### src/rtl/gamepad_pkg.sv
// Shared definitions for the SNES-style gamepad reader: FSM states, frame
// size, button bit positions and the frame-to-button mapping helper.
package gamepad_pkg;

  localparam int FRAME_BITS = 16;

  // Button positions inside the committed button word (LSB first on the wire)
  localparam int BTN_B      = 0;
  localparam int BTN_Y      = 1;
  localparam int BTN_SELECT = 2;
  localparam int BTN_START  = 3;
  localparam int BTN_UP     = 4;
  localparam int BTN_DOWN   = 5;
  localparam int BTN_LEFT   = 6;
  localparam int BTN_RIGHT  = 7;
  localparam int BTN_A      = 8;
  localparam int BTN_X      = 9;
  localparam int BTN_L      = 10;
  localparam int BTN_R      = 11;

  typedef enum logic [2:0] {
    ST_LATCH    = 3'd0,
    ST_SHIFT_LO = 3'd1,
    ST_SHIFT_HI = 3'd2,
    ST_DONE     = 3'd3,
    ST_WAIT     = 3'd4
  } gp_state_e;

  // Pad lines are active-low; an all-low frame means no pad is attached,
  // which must read as "nothing pressed" rather than "everything pressed".
  function automatic logic [FRAME_BITS-1:0] raw_to_buttons(input logic [FRAME_BITS-1:0] raw);
    logic [FRAME_BITS-1:0] btn;
    if (raw == {FRAME_BITS{1'b0}}) begin
      btn = {FRAME_BITS{1'b0}};
    end else begin
      btn = ~raw;
    end
    return btn;
  endfunction

endpackage

### src/rtl/gamepad_reader_if.sv
// Pad-side and consumer-side signals of the gamepad reader. The master
// modport is the reader itself; the slave modport is the pad/consumer side.
interface gamepad_reader_if;
  import gamepad_pkg::*;

  logic                  pad_data;
  logic                  pad_latch;
  logic                  pad_clk;
  logic [FRAME_BITS-1:0] buttons;
  logic                  buttons_valid;
  logic                  pad_present;

  modport master (
    input  pad_data,
    output pad_latch, pad_clk, buttons, buttons_valid, pad_present
  );

  modport slave (
    output pad_data,
    input  pad_latch, pad_clk, buttons, buttons_valid, pad_present
  );

endinterface

### src/rtl/gamepad_sync.sv
// Two-flop synchroniser for the asynchronous pad data line. Resets to 1,
// the released (not pressed) level of the line.
module gamepad_sync (
  input  logic clk,
  input  logic rst,
  input  logic d_i,
  output logic q_o
);

  logic [1:0] sync_q;

  // Shift the asynchronous input through two flops
  always_ff @(posedge clk) begin
    if (rst) begin
      sync_q <= 2'b11;
    end else begin
      sync_q <= {sync_q[0], d_i};
    end
  end

  assign q_o = sync_q[1];

endmodule

### src/rtl/gamepad_reader.sv
// SNES-style gamepad serial reader. Latches the pad, clocks out 16 bits LSB
// first, and commits an active-high button word with a one-cycle strobe.
// Optional build macro GAMEPAD_DEBOUNCE_EN: commit only when two consecutive
// raw frames agree.
module gamepad_reader
  import gamepad_pkg::*;
#(
  parameter int CLK_DIV     = 4,
  parameter int POLL_PERIOD = 200
) (
  input  logic             clk,
  input  logic             rst,
  gamepad_reader_if.master pad_if
);

  localparam int CNT_W  = $clog2(2 * CLK_DIV);
  localparam int POLL_W = $clog2(POLL_PERIOD);
  localparam int BIT_W  = $clog2(FRAME_BITS);

  localparam logic [CNT_W-1:0]  HALF_LAST  = CNT_W'(CLK_DIV - 1);
  localparam logic [CNT_W-1:0]  LATCH_LAST = CNT_W'(2 * CLK_DIV - 1);
  localparam logic [POLL_W-1:0] POLL_LAST  = POLL_W'(POLL_PERIOD - 1);
  localparam logic [BIT_W-1:0]  BIT_LAST   = BIT_W'(FRAME_BITS - 1);

  gp_state_e             state_q, state_d;
  logic [CNT_W-1:0]      phase_q, phase_d;
  logic [POLL_W-1:0]     poll_q, poll_d;
  logic [BIT_W-1:0]      bit_idx_q, bit_idx_d;
  logic [FRAME_BITS-1:0] raw_q;
  logic [FRAME_BITS-1:0] buttons_q;
  logic                  pad_latch_q, pad_clk_q, valid_q, present_q;
  logic                  data_sync_s, sample_s, frame_ok_s, commit_s;

  gamepad_sync u_sync (
    .clk (clk),
    .rst (rst),
    .d_i (pad_if.pad_data),
    .q_o (data_sync_s)
  );

  // Sample on the last cycle of the low phase, after the synchroniser settled
  assign sample_s = (state_q == ST_SHIFT_LO) && (phase_q == HALF_LAST);

`ifdef GAMEPAD_DEBOUNCE_EN
  logic [FRAME_BITS-1:0] prev_raw_q;

  assign frame_ok_s = (raw_q == prev_raw_q);

  // Remember every completed raw frame, committed or not
  always_ff @(posedge clk) begin
    if (rst) begin
      prev_raw_q <= {FRAME_BITS{1'b0}};
    end else if (state_q == ST_DONE) begin
      prev_raw_q <= raw_q;
    end else begin
      prev_raw_q <= prev_raw_q;
    end
  end
`else
  assign frame_ok_s = 1'b1;
`endif

  assign commit_s = (state_q == ST_DONE) && frame_ok_s;

  // Next-state and counter logic for the latch/shift/wait sequence
  always_comb begin
    state_d   = state_q;
    phase_d   = phase_q + CNT_W'(1);
    poll_d    = poll_q + POLL_W'(1);
    bit_idx_d = bit_idx_q;
    case (state_q)
      ST_LATCH: begin
        if (phase_q == LATCH_LAST) begin
          state_d   = ST_SHIFT_LO;
          phase_d   = {CNT_W{1'b0}};
          bit_idx_d = {BIT_W{1'b0}};
        end else begin
          state_d = ST_LATCH;
        end
      end
      ST_SHIFT_LO: begin
        if (phase_q == HALF_LAST) begin
          state_d = ST_SHIFT_HI;
          phase_d = {CNT_W{1'b0}};
        end else begin
          state_d = ST_SHIFT_LO;
        end
      end
      ST_SHIFT_HI: begin
        if (phase_q == HALF_LAST) begin
          phase_d = {CNT_W{1'b0}};
          if (bit_idx_q == BIT_LAST) begin
            state_d = ST_DONE;
          end else begin
            state_d   = ST_SHIFT_LO;
            bit_idx_d = bit_idx_q + BIT_W'(1);
          end
        end else begin
          state_d = ST_SHIFT_HI;
        end
      end
      ST_DONE: begin
        state_d = ST_WAIT;
        phase_d = {CNT_W{1'b0}};
      end
      ST_WAIT: begin
        phase_d = {CNT_W{1'b0}};
        if (poll_q == POLL_LAST) begin
          state_d = ST_LATCH;
          poll_d  = {POLL_W{1'b0}};
        end else begin
          state_d = ST_WAIT;
        end
      end
      default: begin
        state_d = ST_WAIT;
        phase_d = {CNT_W{1'b0}};
      end
    endcase
  end

  // State and counters; reset parks in WAIT so the latch fires right after release
  always_ff @(posedge clk) begin
    if (rst) begin
      state_q   <= ST_WAIT;
      phase_q   <= {CNT_W{1'b0}};
      poll_q    <= POLL_LAST;
      bit_idx_q <= {BIT_W{1'b0}};
    end else begin
      state_q   <= state_d;
      phase_q   <= phase_d;
      poll_q    <= poll_d;
      bit_idx_q <= bit_idx_d;
    end
  end

  // Pad control lines registered from the next state, plus raw frame capture
  always_ff @(posedge clk) begin
    if (rst) begin
      pad_latch_q <= 1'b0;
      pad_clk_q   <= 1'b1;
      raw_q       <= {FRAME_BITS{1'b0}};
    end else begin
      pad_latch_q <= (state_d == ST_LATCH);
      pad_clk_q   <= (state_d != ST_SHIFT_LO);
      if (sample_s) begin
        raw_q[bit_idx_q] <= data_sync_s;
      end else begin
        raw_q <= raw_q;
      end
    end
  end

  // Commit the finished frame and pulse the valid strobe alongside it
  always_ff @(posedge clk) begin
    if (rst) begin
      buttons_q <= {FRAME_BITS{1'b0}};
      present_q <= 1'b0;
      valid_q   <= 1'b0;
    end else if (commit_s) begin
      buttons_q <= raw_to_buttons(raw_q);
      present_q <= (raw_q != {FRAME_BITS{1'b0}});
      valid_q   <= 1'b1;
    end else begin
      buttons_q <= buttons_q;
      present_q <= present_q;
      valid_q   <= 1'b0;
    end
  end

  assign pad_if.pad_latch     = pad_latch_q;
  assign pad_if.pad_clk       = pad_clk_q;
  assign pad_if.buttons       = buttons_q;
  assign pad_if.buttons_valid = valid_q;
  assign pad_if.pad_present   = present_q;

endmodule

### src/flat_wrapper.sv
// flat-port wrapper written by rule: the top's interface ports become plain ports
module gamepad_reader_flat import gamepad_pkg::*;
#(
  parameter int CLK_DIV     = 4,
  parameter int POLL_PERIOD = 200
)
  (clk, rst, pad_if_pad_data, pad_if_pad_latch, pad_if_pad_clk, pad_if_buttons, pad_if_buttons_valid, pad_if_pad_present);
  gamepad_reader_if pad_if_i ();
  input  logic clk;
  input  logic rst;
  input wire logic [$bits(pad_if_i.pad_data)-1:0] pad_if_pad_data;
  output wire logic [$bits(pad_if_i.pad_latch)-1:0] pad_if_pad_latch;
  output wire logic [$bits(pad_if_i.pad_clk)-1:0] pad_if_pad_clk;
  output wire logic [$bits(pad_if_i.buttons)-1:0] pad_if_buttons;
  output wire logic [$bits(pad_if_i.buttons_valid)-1:0] pad_if_buttons_valid;
  output wire logic [$bits(pad_if_i.pad_present)-1:0] pad_if_pad_present;
  assign pad_if_i.pad_data = pad_if_pad_data;
  assign pad_if_pad_latch = pad_if_i.pad_latch;
  assign pad_if_pad_clk = pad_if_i.pad_clk;
  assign pad_if_buttons = pad_if_i.buttons;
  assign pad_if_buttons_valid = pad_if_i.buttons_valid;
  assign pad_if_pad_present = pad_if_i.pad_present;
  gamepad_reader #(.CLK_DIV(CLK_DIV), .POLL_PERIOD(POLL_PERIOD)) u_core (.clk(clk), .rst(rst), .pad_if(pad_if_i));
endmodule
### config.mk
export PLATFORM = sky130hd
export DESIGN_NAME = gamepad_reader_flat
export DESIGN_NICKNAME = d
export VERILOG_FILES = /design/src/rtl/gamepad_pkg.sv /design/src/rtl/gamepad_reader_if.sv /design/src/rtl/gamepad_sync.sv /design/src/rtl/gamepad_reader.sv /design/src/flat_wrapper.sv
export SDC_FILE = /design/constraint.sdc
export NUM_CORES = 1
export LEC_CHECK = 0
export ABC_AREA = 1
export CORE_ASPECT_RATIO = 1.25
export CORE_MARGIN = 3
export CORE_UTILIZATION = 24
export DETAILED_ROUTE_END_ITERATION = 8
export PLACE_DENSITY = 0.43
export SLEW_MARGIN = 10
export SYNTH_ARGS = -nofsm -noshare
export SYNTH_HDL_FRONTEND = slang
export SYNTH_SLANG_ARGS = --single-unit
### constraint.sdc
create_clock -name clk -period 1.27 [get_ports clk]
set_input_delay 0.254 -clock clk [delete_from_list [all_inputs] [get_ports clk]]
set_output_delay 0.254 -clock clk [all_outputs]
set_load 0.005 [all_outputs]
# After elaboration in Yosys (flattened, before gate mapping)
# Cells that the tools add are included.
# word_totals
register_bits	56
latch_bits	0
ram_bits	0
rom_bits	0
in_bits	3
out_inout_bits	20
n_memories	0
# op_classes
addsub	3
multipliers	0
n_div	0
order_cmp	2
eq_ne	12
shift	0
mux	20
n_bitwise	1
reduce_logical	9
# ops
cell	count
16-bit bitwise mux	1
16-bit zero test	1
16-bit two-way mux	1
8-bit two-way mux	2
16-bit NOT	1
16-bit nonzero test	1
4-bit two-way mux	3
3-bit one-hot mux with 4 select lines	1
3-bit by 2-bit equality test with 1-bit output, second input constant	3
3-bit two-way mux	3
8-bit by 1-bit adder with 8-bit output, second input constant	1
8-bit equality test, second input constant	1
4-bit one-hot mux with 2 select lines	1
3-bit equality test, second input constant	2
3-bit zero test	2
2-bit two-way mux	3
3-bit one-hot mux with 2 select lines	1
4-bit by 5-bit < comparator with 1-bit output, second input constant	1
4-bit by 1-bit adder with 4-bit output, second input constant	1
1-bit demux with 4-bit select	1
4-bit equality test, second input constant	1
4-bit by 1-bit greater-or-equal comparator with 1-bit output, second input constant	1
2-bit by 1-bit inequality test with 1-bit output, second input constant	2
4-bit AND reduction	1
8 further kinds	11

# Depth between registers and ports, before layout
# Gate-level depths: netlist (run 1).
# logic_depth
word_depth	5
ltp_mapped	9
ltp_nobuf	9

# Modules after synthesis
# A second synthesis (run 1) with hierarchy kept.
# unflattened
cells_unflattened	349
area_unflattened_um2	2617.5
# by_module_without_submodules
module	instances	cells_per_inst	area_per_inst_um2
gamepad_reader	1	342	2558.7
gamepad_sync	1	7	58.8

# Worst setup path before layout (run 1)
# No wires, ideal clock.
# synth_path
path_kind	register -> register
start	register u_core.phase_q[0]
end	register u_core.raw_q[10]
setup_time_ns	0.113
arrival_ns	1.277
required_time_ns	1.157
slack_ns	-0.120
stages_incl_launch_ff	10
path_buffers	0
period_less_slack_ns	1.390
cell_sequence	dfxtp_1 ha_1 ha_1 nand3_1 inv_1 nand2_1 nor2_1 nand2_1 nand2_1 nor2_1
# synth_between
elab_chain_cells	2
# synth_lines
element	line_no	source
from (decl)	gamepad_reader.sv:26	logic [CNT_W-1:0] phase_q, phase_d;
from (signal assigned)	gamepad_reader.sv:126	phase_q <= {CNT_W{1'b0}};
from (signal assigned)	gamepad_reader.sv:131	phase_q <= phase_d;
3-bit by 2-bit equality test with 1-bit output	gamepad_reader.sv:42	assign sample_s = (state_q == ST_SHIFT_LO) && (phase_q == HALF_LAST);
1-bit logical AND	gamepad_reader.sv:42	
to (signal assigned)	gamepad_reader.sv:142	raw_q <= {FRAME_BITS{1'b0}};
to (signal, indexed assignment)	gamepad_reader.sv:147	raw_q[bit_idx_q] <= data_sync_s;
to (signal assigned)	gamepad_reader.sv:149	raw_q <= raw_q;
to (decl)	gamepad_reader.sv:29	logic [FRAME_BITS-1:0] raw_q;
# Every way passes these cells.
# A chain may end at the register's enable or synchronous reset.

# Final worst setup path (run 1)
# layout_path
start	register u_core.phase_q[0]
end	register u_core.raw_q[6]
# The elaborated chain is that of the path after synthesis.

==> results of run 1 <==
synth_stat cells, types with 3 or more instances:
cell type / number / share of area
nand3_1: 27 / 0.054
buf_2: 3 / 0.0060
xor2_1: 3 / 0.010
clkbuf_1: 4 / 0.0060
nand2_1: 93 / 0.14
nor3_1: 5 / 0.0099
o21ai_0: 5 / 0.0099
nand3b_1: 3 / 0.0089
dfxtp_1: 56 / 0.44
nor2_1: 79 / 0.12
inv_1: 35 / 0.052
or2_2: 6 / 0.015
a21oi_1: 22 / 0.044
ha_1: 10 / 0.050
metal layers:
| metal | vias to the layer above | track usage | wire [um] |
|---|---|---|---|
| li1 | 1240 | - | - |
| met1 | 1040 | 0.115 | 2570 |
| met2 | 26 | 0.189 | 3130 |
| met3 | 12 | 0.0190 | 163 |
| met4 | 0 | 0.0433 | 143 |
| met5 | - | 0 | 0 |
cell families (layout without fill, tap and decap cells):
family | Yosys count | count (layout)
and+or+nand+nor | 218 | 218
DFF | 56 | 56
buffers and inverters | 48 | 103
AOI/OAI and AO/OA | 29 | 29
adders and majority gates | 10 | 10
xor gates and xnor gates | 4 | 4
state kept, by name, summed over array words and instances (netlist names):
register / count
u_core.pad_if.buttons: 16
u_core.pad_if.buttons_valid: 1
u_core.raw_q: 16
u_core.state_q: 3
u_core.pad_if.pad_clk: 1
u_core.u_sync.sync_q: 2
u_core.phase_q: 3
u_core.bit_idx_q: 4
u_core.pad_if.pad_present: 1
u_core.pad_if.pad_latch: 1
u_core.poll_q: 8
how the worst max path moves through the flow:
| stage | cells past startpoint | to | from |
|---|---|---|---|
| 6_report | 9 | u_core.raw_q[6] | u_core.phase_q[0] |
| 5_1_grt | 9 | u_core.raw_q[12] | u_core.phase_q[0] |
| 3_3_place_gp | 5 | u_core.bit_idx_q[0] | rst |
| 4_1_cts | 9 | u_core.raw_q[1] | u_core.phase_q[0] |
| 2_1_floorplan | 9 | u_core.raw_q[6] | u_core.phase_q[1] |
| 3_5_place_dp | 5 | u_core.raw_q[15] | rst |
timing repair:
action                                  CTS  global route
hold endpoints to repair                  0             0
buffers inserted                          1             1
gates cloned                              0             0
resized for setup                        60            53
pin swaps                                 6            10
endpoints found under the setup margin   47            49
per-stage QoR:
step	power (mW)	utilization	worst slack [ns]	instance area (sq um)
3_5_place_dp	2.68	0.310	-0.157	3150
5_1_grt	4.48	0.354	-0.178	3590
2_1_floorplan	2.39	-	0.0145	2560
6_report	4.24	0.354	-0.109	3590
3_3_place_gp	2.68	0.310	-0.122	3150
4_1_cts	4.14	0.335	-0.120	3400
cell type report:
cell class / instances / area [sq um] / area share
clock buffer: 5 / 125 / 0.0348
clock inverter: 3 / 21.3 / 0.00592
inverter: 38 / 150 / 0.0418
multi-input combinational: 261 / 1510 / 0.420
sequential: 56 / 1140 / 0.318
tap: 129 / 161 / 0.0449
timing repair buffer: 57 / 482 / 0.134
worst register-to-register path: cells and delay by family, from the launching register on:
family / cells / cell delay [ns]
and+or+nand+nor: 6 / 0.49
adders and majority gates: 2 / 0.32
buffers and inverters: 1 / 0.11
DFF: 1 / 0.36
power groups by stage:
| stage | clock network, mW | logic, mW | registers [mW] |
|---|---|---|---|
| detailed placement | 0 | 0.687 | 1.99 |
| global route | 1.53 | 0.957 | 1.99 |
| floorplan | 0 | 0.410 | 1.98 |
| CTS | 1.47 | 0.714 | 1.96 |
| finish | 1.41 | 0.856 | 1.98 |
| global placement | 0 | 0.691 | 1.99 |
==> reports/results.txt, run 1 <==
Clock Sinks: 56
largest net degree at the start of global routing: 20
Longest Clk Path Bufs: 2
Arrival @ worst endpoint: 1.57 ns
starting density of the core: 0.248
Req. time, crit path: 1.46 ns
Ports: 23
Setup crit start kind: flip-flop
CTS Buf Count: 5
Die Area: 0.0118 sq mm
cts hold-fix bufs: 0
Adder-Cell Fraction of Synth Area: 0.0496
reported max-cap violation count: 0
die width: 97.7 um
Hold WS: 0.411 ns
crit-path max cell delay: 0.36 ns
core area: 0.0102 sq mm
failing checks: negative setup slack
FILL cells: 1117
Sw Share: 0.289
Seq cells post-synth: 56
vias per inst: 4.22
Layout Nets: 432
initial drt markers: 65
largest family of logic cells by synthesized area: simple AND/OR/NAND/NOR gates
beginning of the worst hold path: u_core.u_sync.sync_q[0]
origin of the critical flop-to-flop path: u_core.phase_q[0]
Synth Cell Area: 0.00252 sq mm
clock share of power: 0.332
mux cell area share after synthesis: 0
synthesis-to-finish area growth: 42.4%
Leak Pwr: 1.49 nW
H-tree depth: 2
Syn Nets: 378
post-route setup TNS: -1.19 ns
xor/xnor share of the synthesized area: 0.0139
latest clock arrival within the worst-skew pair: 0.29 ns
std cell rows: 41
reg2reg end: u_core.raw_q[6]
GRT Util Overall: 0.103
first-pass GRT wire length: 9920 um
Max FO, Critical Path: 4
drt pass-1 iters: 4
NetSw: 1.22 mW
final setup vio count: 23
Synth Area in Simple Gates: 0.358
critical path's slowest cell: dfxtp_4
via total after detailed routing: 2318
HP Class: flip-flop to flip-flop
n_diodes: 0
Detailed Place HPWL: 4460 um
most used flip-flop cell after synthesis: dfxtp_1
Gate power share: 0.202
Yosys warnings: 0
Post-Syn Instances: 365
Finished Layout Cells: 549
Compound-Gate Fraction of Synth Area: 0.0596
syn_area_per_cell: 6.91 sq um
unrepaired setup endpoints after global routing: yes
fin crit share: 1.09
Final Hold Violating Endpoints: 0
worst slew pin tran: 0.365 ns
P_int: 3.02 mW
worst path bufs/invs: 1
Worst Slack Setup Final: -0.109 ns
Routed WL: 6000 um
Synth cell types: 25
Slew HR: 0.755
Synth async-reset ratio: 0
Fin Clk Skew: 0.00597 ns
status: finished, violations left
global route overflow: 0
Critical Path Sink Type: flip-flop
DR WL/cell: 10.9 um
CP Cell Sequence: ha_4, ha_4, nand3_4, inv_6, nand2_4, nor2_4, nand2_1, nand2_1, nor2_1
Seq pwr share: 0.466
Detail Route Antenna Nets: 0
RD Place Congestion: 0.803
post-synthesis sequential area ratio: 0.445
number of global-route vias before repair: 2191
cell family with most CP delay: simple AND/OR/NAND/NOR gates
CTS clock-pin slew for the worst setup and hold paths: 0.08 ns
port bufs: 22
Die H: 121 um
CTS tree: done
leading cell type in the layout, fill and taps excluded: nand2_1
Post-Place Cells: 539
P per Cell Area: 1180 mW/mm^2
initial antenna violation count: 0
Hold Path Depth: 1
CTS root buf: clkbuf_16
Hold EP: u_core.u_sync.sync_q[1]
Slew Limit Fails: 0
Reg2Reg Setup Slack: -0.11 ns
worst vdd ir: 0.559 mV
most frequent cells in the layout: 85 x nand2_1, 57 x nor2_1, 41 x dfxtp_1, 31 x buf_4, 30 x inv_1
crit path time final: 1.38 ns
DR DRC count: 0
Crit Path Class: flip-flop to flip-flop
layout cell share with drive strength beyond 1: 0.286
Post-synth EDFFs: 0
FF-to-FF path depth: 9
max frequency: 725 MHz
(Power assumes the default switching activity.)
==> run 2, diff against run 1 <==
- CELL_PAD_IN_SITES_DETAIL_PLACEMENT: default -> 1
- CELL_PAD_IN_SITES_GLOBAL_PLACEMENT: default -> 1
- PLACE_DENSITY: 0.43 -> 0.55
==> reports/results.txt, run 2 (synthesized netlist as in run 1, its figures left out) <==
Critical Path Sink Type: flip-flop (unchanged)
global route overflow: 0 (unchanged)
failing checks: negative setup slack (unchanged)
Slew HR: 0.752 (was 0.755)
CTS tree: done (unchanged)
Hold WS: 0.441 ns (was 0.411 ns)
Req. time, crit path: 1.45 ns (was 1.46 ns)
Fin Clk Skew: 0.00296 ns (was 0.00597 ns)
leading cell type in the layout, fill and taps excluded: nand2_1 (unchanged)
utilization after layout: 0.366 (was 0.354)
GRT Util Overall: 0.122 (was 0.103)
DR DRC count: 0 (unchanged)
Finished Layout Cells: 556 (was 549)
synthesis-to-finish area growth: 47.4% (was 42.4%)
max frequency: 710 MHz (was 725 MHz)
Layout Nets: 439 (was 432)
Multi-input gate area: 0.00158 sq mm (was 0.00151 sq mm)
cts hold-fix bufs: 0 (unchanged)
crit path time final: 1.41 ns (was 1.38 ns)
final setup vio count: 23 (unchanged)
core area: 0.0102 sq mm (unchanged)
Arrival @ worst endpoint: 1.59 ns (was 1.57 ns)
RD Place Congestion: 0.734 (was 0.803)
Max FO, Critical Path: 4 (unchanged)
DP Area: 0.00318 sq mm (was 0.00315 sq mm)
Longest Clk Path Bufs: 2 (unchanged)
Leak Pwr: 1.50 nW (was 1.49 nW)
vias per inst: 4.37 (was 4.22)
unrepaired setup endpoints after global routing: yes (unchanged)
Tot Pwr: 4.23 mW (was 4.24 mW)
FILL cells: 1259 (was 1117)
status: finished, violations left (unchanged)
CTS Buf Count: 5 (unchanged)
Clock Sinks: 56 (unchanged)
HP Class: flip-flop to flip-flop (unchanged)
largest net degree at the start of global routing: 20 (unchanged)
via total after detailed routing: 2430 (was 2318)
first-pass GRT wire length: 11900 um (was 9920 um)
Ports: 23 (unchanged)
P per Cell Area: 1140 mW/mm^2 (was 1180 mW/mm^2)
Sequential Area: 0.00114 sq mm (about the same)
n_diodes: 0 (unchanged)
worst path bufs/invs: 1 (unchanged)
H-tree depth: 2 (unchanged)
reported max-cap violation count: 0 (unchanged)
dpl ws: -0.184 ns (was -0.157 ns)
number of global-route vias before repair: 2560 (was 2191)
layout cell share with drive strength beyond 1: 0.309 (was 0.286)
Detail Route Antenna Nets: 0 (unchanged)
std cell rows: 41 (unchanged)
worst slew pin tran: 0.370 ns (was 0.365 ns)
die width: 97.7 um (unchanged)
port bufs: 22 (unchanged)
starting density of the core: 0.248 (unchanged)
crit-path max cell delay: 0.36 ns (about the same)
Crit Path Class: flip-flop to flip-flop (unchanged)
fin crit share: 1.11 (was 1.09)
post-route setup TNS: -1.78 ns (was -1.19 ns)
Setup crit start kind: flip-flop (unchanged)
fin area: 0.00372 sq mm (was 0.00359 sq mm)
most frequent cells in the layout: 81 x nand2_1, 56 x nor2_1, 44 x dfxtp_1, 37 x buf_4, 28 x inv_1 (was 85 x nand2_1, 57 x nor2_1, 41 x dfxtp_1, 31 x buf_4, 30 x inv_1)
initial antenna violation count: 0 (unchanged)
drt pass-1 iters: 4 (unchanged)
critical path's slowest cell: dfxtp_2 (was dfxtp_4)
Post-Place Cells: 543 (was 539)
Slew Limit Fails: 0 (unchanged)
CP Cell Sequence: ha_4, ha_4, nand3_4, clkinv_8, nand2_8, nor2_4, nand2_2, nand2_2, nor2_2 (was ha_4, ha_4, nand3_4, inv_6, nand2_4, nor2_4, nand2_1, nand2_1, nor2_1)
DR WL/cell: 12.2 um (was 10.9 um)
initial drt markers: 59 (was 65)
Die Area: 0.0118 sq mm (unchanged)
Final Hold Violating Endpoints: 0 (unchanged)
latest clock arrival within the worst-skew pair: 0.29 ns (about the same)
Die H: 121 um (unchanged)
Detailed Place HPWL: 5080 um (was 4460 um)
CTS clock-pin slew for the worst setup and hold paths: 0.07 ns (was 0.08 ns)
Routed WL: 6780 um (was 6000 um)
CTS root buf: clkbuf_16 (unchanged)
worst vdd ir: 0.593 mV (was 0.559 mV)
cell family with most CP delay: simple AND/OR/NAND/NOR gates (unchanged)
Worst Slack Setup Final: -0.138 ns (was -0.109 ns)
run 2: worst paths after layout:
path	from	to	slack, ns	depth (start not counted)
setup / recovery	u_core.phase_q[0]	u_core.raw_q[9]	-0.14	9
hold / removal	u_core.u_sync.sync_q[0]	u_core.u_sync.sync_q[1]	0.44	1
setup reg to reg	u_core.phase_q[0]	u_core.raw_q[9]	-0.14	9
hold reg to reg	u_core.u_sync.sync_q[0]	u_core.u_sync.sync_q[1]	0.44	1
run 2: layer usage:
layer | part of all wire | wire, um | vias up | global-route usage
met1 | 0.40 | 2750 | 1147 | 0.135
met5 | 0 | 0 | - | 0
li1 | - | - | 1252 | -
met2 | 0.56 | 3800 | 24 | 0.241
met4 | 0.011 | 76 | 0 | 0.0234
met3 | 0.023 | 158 | 7 | 0.0214
run 2: cell type report:
type | count | area share
sequential | 56 | 0.306
clock buffer | 7 | 0.0357
timing repair buffer | 64 | 0.145
multi-input combinational | 261 | 0.424
clock inverter | 1 | 0.00236
tap | 129 | 0.0434
inverter | 38 | 0.0438
run 2: repair_timing:
action / CTS / global route
gates resized for setup: 78 / 51
setup endpoints to repair: 46 / 50
setup buffers: 1 / 4
pin swaps: 5 / 20
cloned: 0 / 0
run 2: power breakdown:
group          total [mW]  leakage, nW  internal, mW  switching [mW]
logic               0.868        0.975         0.427           0.441
clock network        1.38       0.0681         0.739           0.644
registers            1.98        0.458          1.87           0.102
total                4.23         1.50          3.04            1.19
==> variant, RTL diff (flow settings as in run 1) <==
Add a define of `GAMEPAD_DEBOUNCE_EN`.
--- a/src/rtl/gamepad_reader.sv
+++ b/src/rtl/gamepad_reader.sv
@@ -4,2 +4,4 @@
 // raw frames agree.
+`define GAMEPAD_DEBOUNCE_EN
+
 module gamepad_reader
Check against the original RTL: no difference found for any inputs over 10 cycles, from zero or initial values and one cycle with rst high; that may be too few to reach the edited logic, so the function may still have changed.
==> variant against run 1 <==
- the flow still finishes with violations (negative setup slack)
- sequential cell count rose by 16
- power rose by 59%
- synthesized area rose by 44%
- sequential power rose by 27%
- routed wire length rose by 71%
- setup slack got worse by 0.053 ns
- final area rose by 70%
- cell count rose by 58%
- critical path type unchanged
- critical endpoint is now u_core.pad_if.buttons[6]$_SDFFE_PP0P_
- largest cell class unchanged
- highest routed layer unchanged
==> variant: results (changes against run 1) <==
.. list-table::
   :header-rows: 1

   * - Metric
     - Value
   * - Met3 track demand over resource in global routing
     - 2.27% (+0.37 points)
   * - Peak VDD IR
     - 0.000901 V (+61%)
   * - Vias per cell
     - 4.31 (+2.1%)
   * - Global-route wire length before repair
     - 16800 um (+69%)
   * - Worst Path Arrival
     - 1.67 ns (+0.10 ns)
   * - Area used by multi-input combinational logic
     - 2390 sq um (+58%)
   * - Routed Wire Length
     - 10300 um (+71%)
   * - H-tree levels
     - 3 (+1)
   * - Biggest fanout along the worst timing path
     - 9 (+5)
   * - Violated checks
     - negative setup slack
   * - Repair and plain buffers
     - 138 (+140%)
   * - Starting DRT DRC Count
     - 158 (+140%)
   * - GR Util met2
     - 23.8% (+4.9 points)
   * - Number of nets produced by synthesis
     - 563 (+49%)
   * - Largest clock skew in the final design
     - 0.00643 ns (+0.000464 ns)
   * - Most common library cells after synthesis
     - nand2_1 (138), inv_1 (97), dfxtp_1 (72)
   * - Final setup vio count
     - 40 (+74%)
   * - Reported leakage power
     - 0.00265 uW (+78%)
   * - Sequential cell area fraction in the yosys report
     - 39.8% (-4.7 points)
   * - # fillers
     - 1493 (+34%)
   * - Number of buffers added by the clock tree synthesis step
     - 9 (+4)
   * - Number of multi-input combinational cells in the layout
     - 360 (+38%)
   * - Fraction of final layout cells sized beyond drive strength 1
     - 44.3% (+16 points)
   * - Minimum setup slack in the final design
     - -0.161 ns (-0.0525 ns)
   * - Setup crit start
     - u_core.raw_q[5]$_SDFFE_PP0P_
   * - Total clock sinks
     - 72 (+29%)
   * - Number of global-route vias before repair
     - 3662 (+67%)
   * - Clock insertion delay at the later pin of the skew report
     - 0.34 ns (+0.05 ns)
   * - Run status
     - finished, violations left
   * - Global routing usage on met1
     - 14.3% (+2.7 points)
   * - Cell types with the largest area share after synthesis
     - dfxtp_1 (40%), nand2_1 (14%), inv_1 (10%), nor2_1 (6.3%), a21oi_1 (5.4%)
   * - Final weighted congestion in routability-driven placement
     - 0.794 (-1.2%)
   * - Pin count of the biggest net entering global routing
     - 29 (+45%)
[variant: changes by cell type in the layout (fill, tap and decap cells not counted), sizes merged, moves of 17 or more]
cell / run 1 / this run
nor2: 81 / 64
nand2: 94 / 138
a21oi: 22 / 39
buf: 35 / 116
inv: 38 / 101
o21ai: 5 / 37
[variant: stage by stage]
stage / total power [uW] / area, sq um / instances / setup TNS, ns / util (%)
floorplan: 3000 / 3690 / 550 / -0.437 / -
global placement: 3420 / 4780 / 828 / -8.70 / 32.8
detailed placement: 3440 / 4780 / 828 / -8.82 / 32.8
CTS: 6530 / 5660 / 860 / -3.92 / 38.8
global route: 7060 / 6090 / 867 / -8.15 / 41.7
finish: 6740 / 6090 / 867 / -4.36 / 41.7
[variant: power by group]
| part | internal, uW | switching [uW] |
|---|---|---|
| sequential | 2400 | 103 |
| combinational | 689 | 713 |
| clock | 1820 | 1000 |
[variant: how the worst min path moves through the flow]
stage / end / from
3_5_place_dp: u_core.u_sync.sync_q[1]$_SDFF_PP1_ / u_core.u_sync.sync_q[0]$_SDFF_PP1_
4_1_cts: u_core.u_sync.sync_q[1]$_SDFF_PP1_ / u_core.u_sync.sync_q[0]$_SDFF_PP1_
2_1_floorplan: u_core.u_sync.sync_q[0]$_SDFF_PP1_ / pad_if_pad_data
5_1_grt: u_core.u_sync.sync_q[1]$_SDFF_PP1_ / u_core.u_sync.sync_q[0]$_SDFF_PP1_
3_3_place_gp: u_core.u_sync.sync_q[1]$_SDFF_PP1_ / u_core.u_sync.sync_q[0]$_SDFF_PP1_
6_report: u_core.u_sync.sync_q[1]$_SDFF_PP1_ / u_core.u_sync.sync_q[0]$_SDFF_PP1_
[variant: metal layers]
layer | vias up | wire, um
met5 | - | 0
met4 | 0 | 224
met3 | 13 | 244
met2 | 46 | 5450
met1 | 1690 | 4370
li1 | 1987 | -
[variant: what timing repair did]
item,CTS,global route
pin swaps,59,46
gates resized for setup,152,109
setup endpoints to repair,66,50
buffers inserted,14,9
endpoints found under the hold margin,0,0
gates cloned,3,0
[variant: kinds of logic (layout without fill, tap and decap cells)]
group	count (synthesis)	in the layout	synth area share (%)
AND/OR/NAND/NOR	263	264	31.2
buffers and inverters	119	257	12.7
adder cells (fa/ha/maj)	10	10	3.46
XOR/XNOR	8	8	1.94
flip-flops	72	72	39.8
AO/OA/AOI/OAI	78	78	10.9
[variant: critical path, stage by stage, from the launching register on]
cell and delay (ns):
dfxtp_4 0.37, buf_4 0.14, nor2_2 0.07, nand2_1 0.06, nor2_2 0.14, nand2_2 0.09, buf_6 0.15, nand2_1 0.06
nand4_1 0.11, nand2_1 0.09, nor2_1 0.04
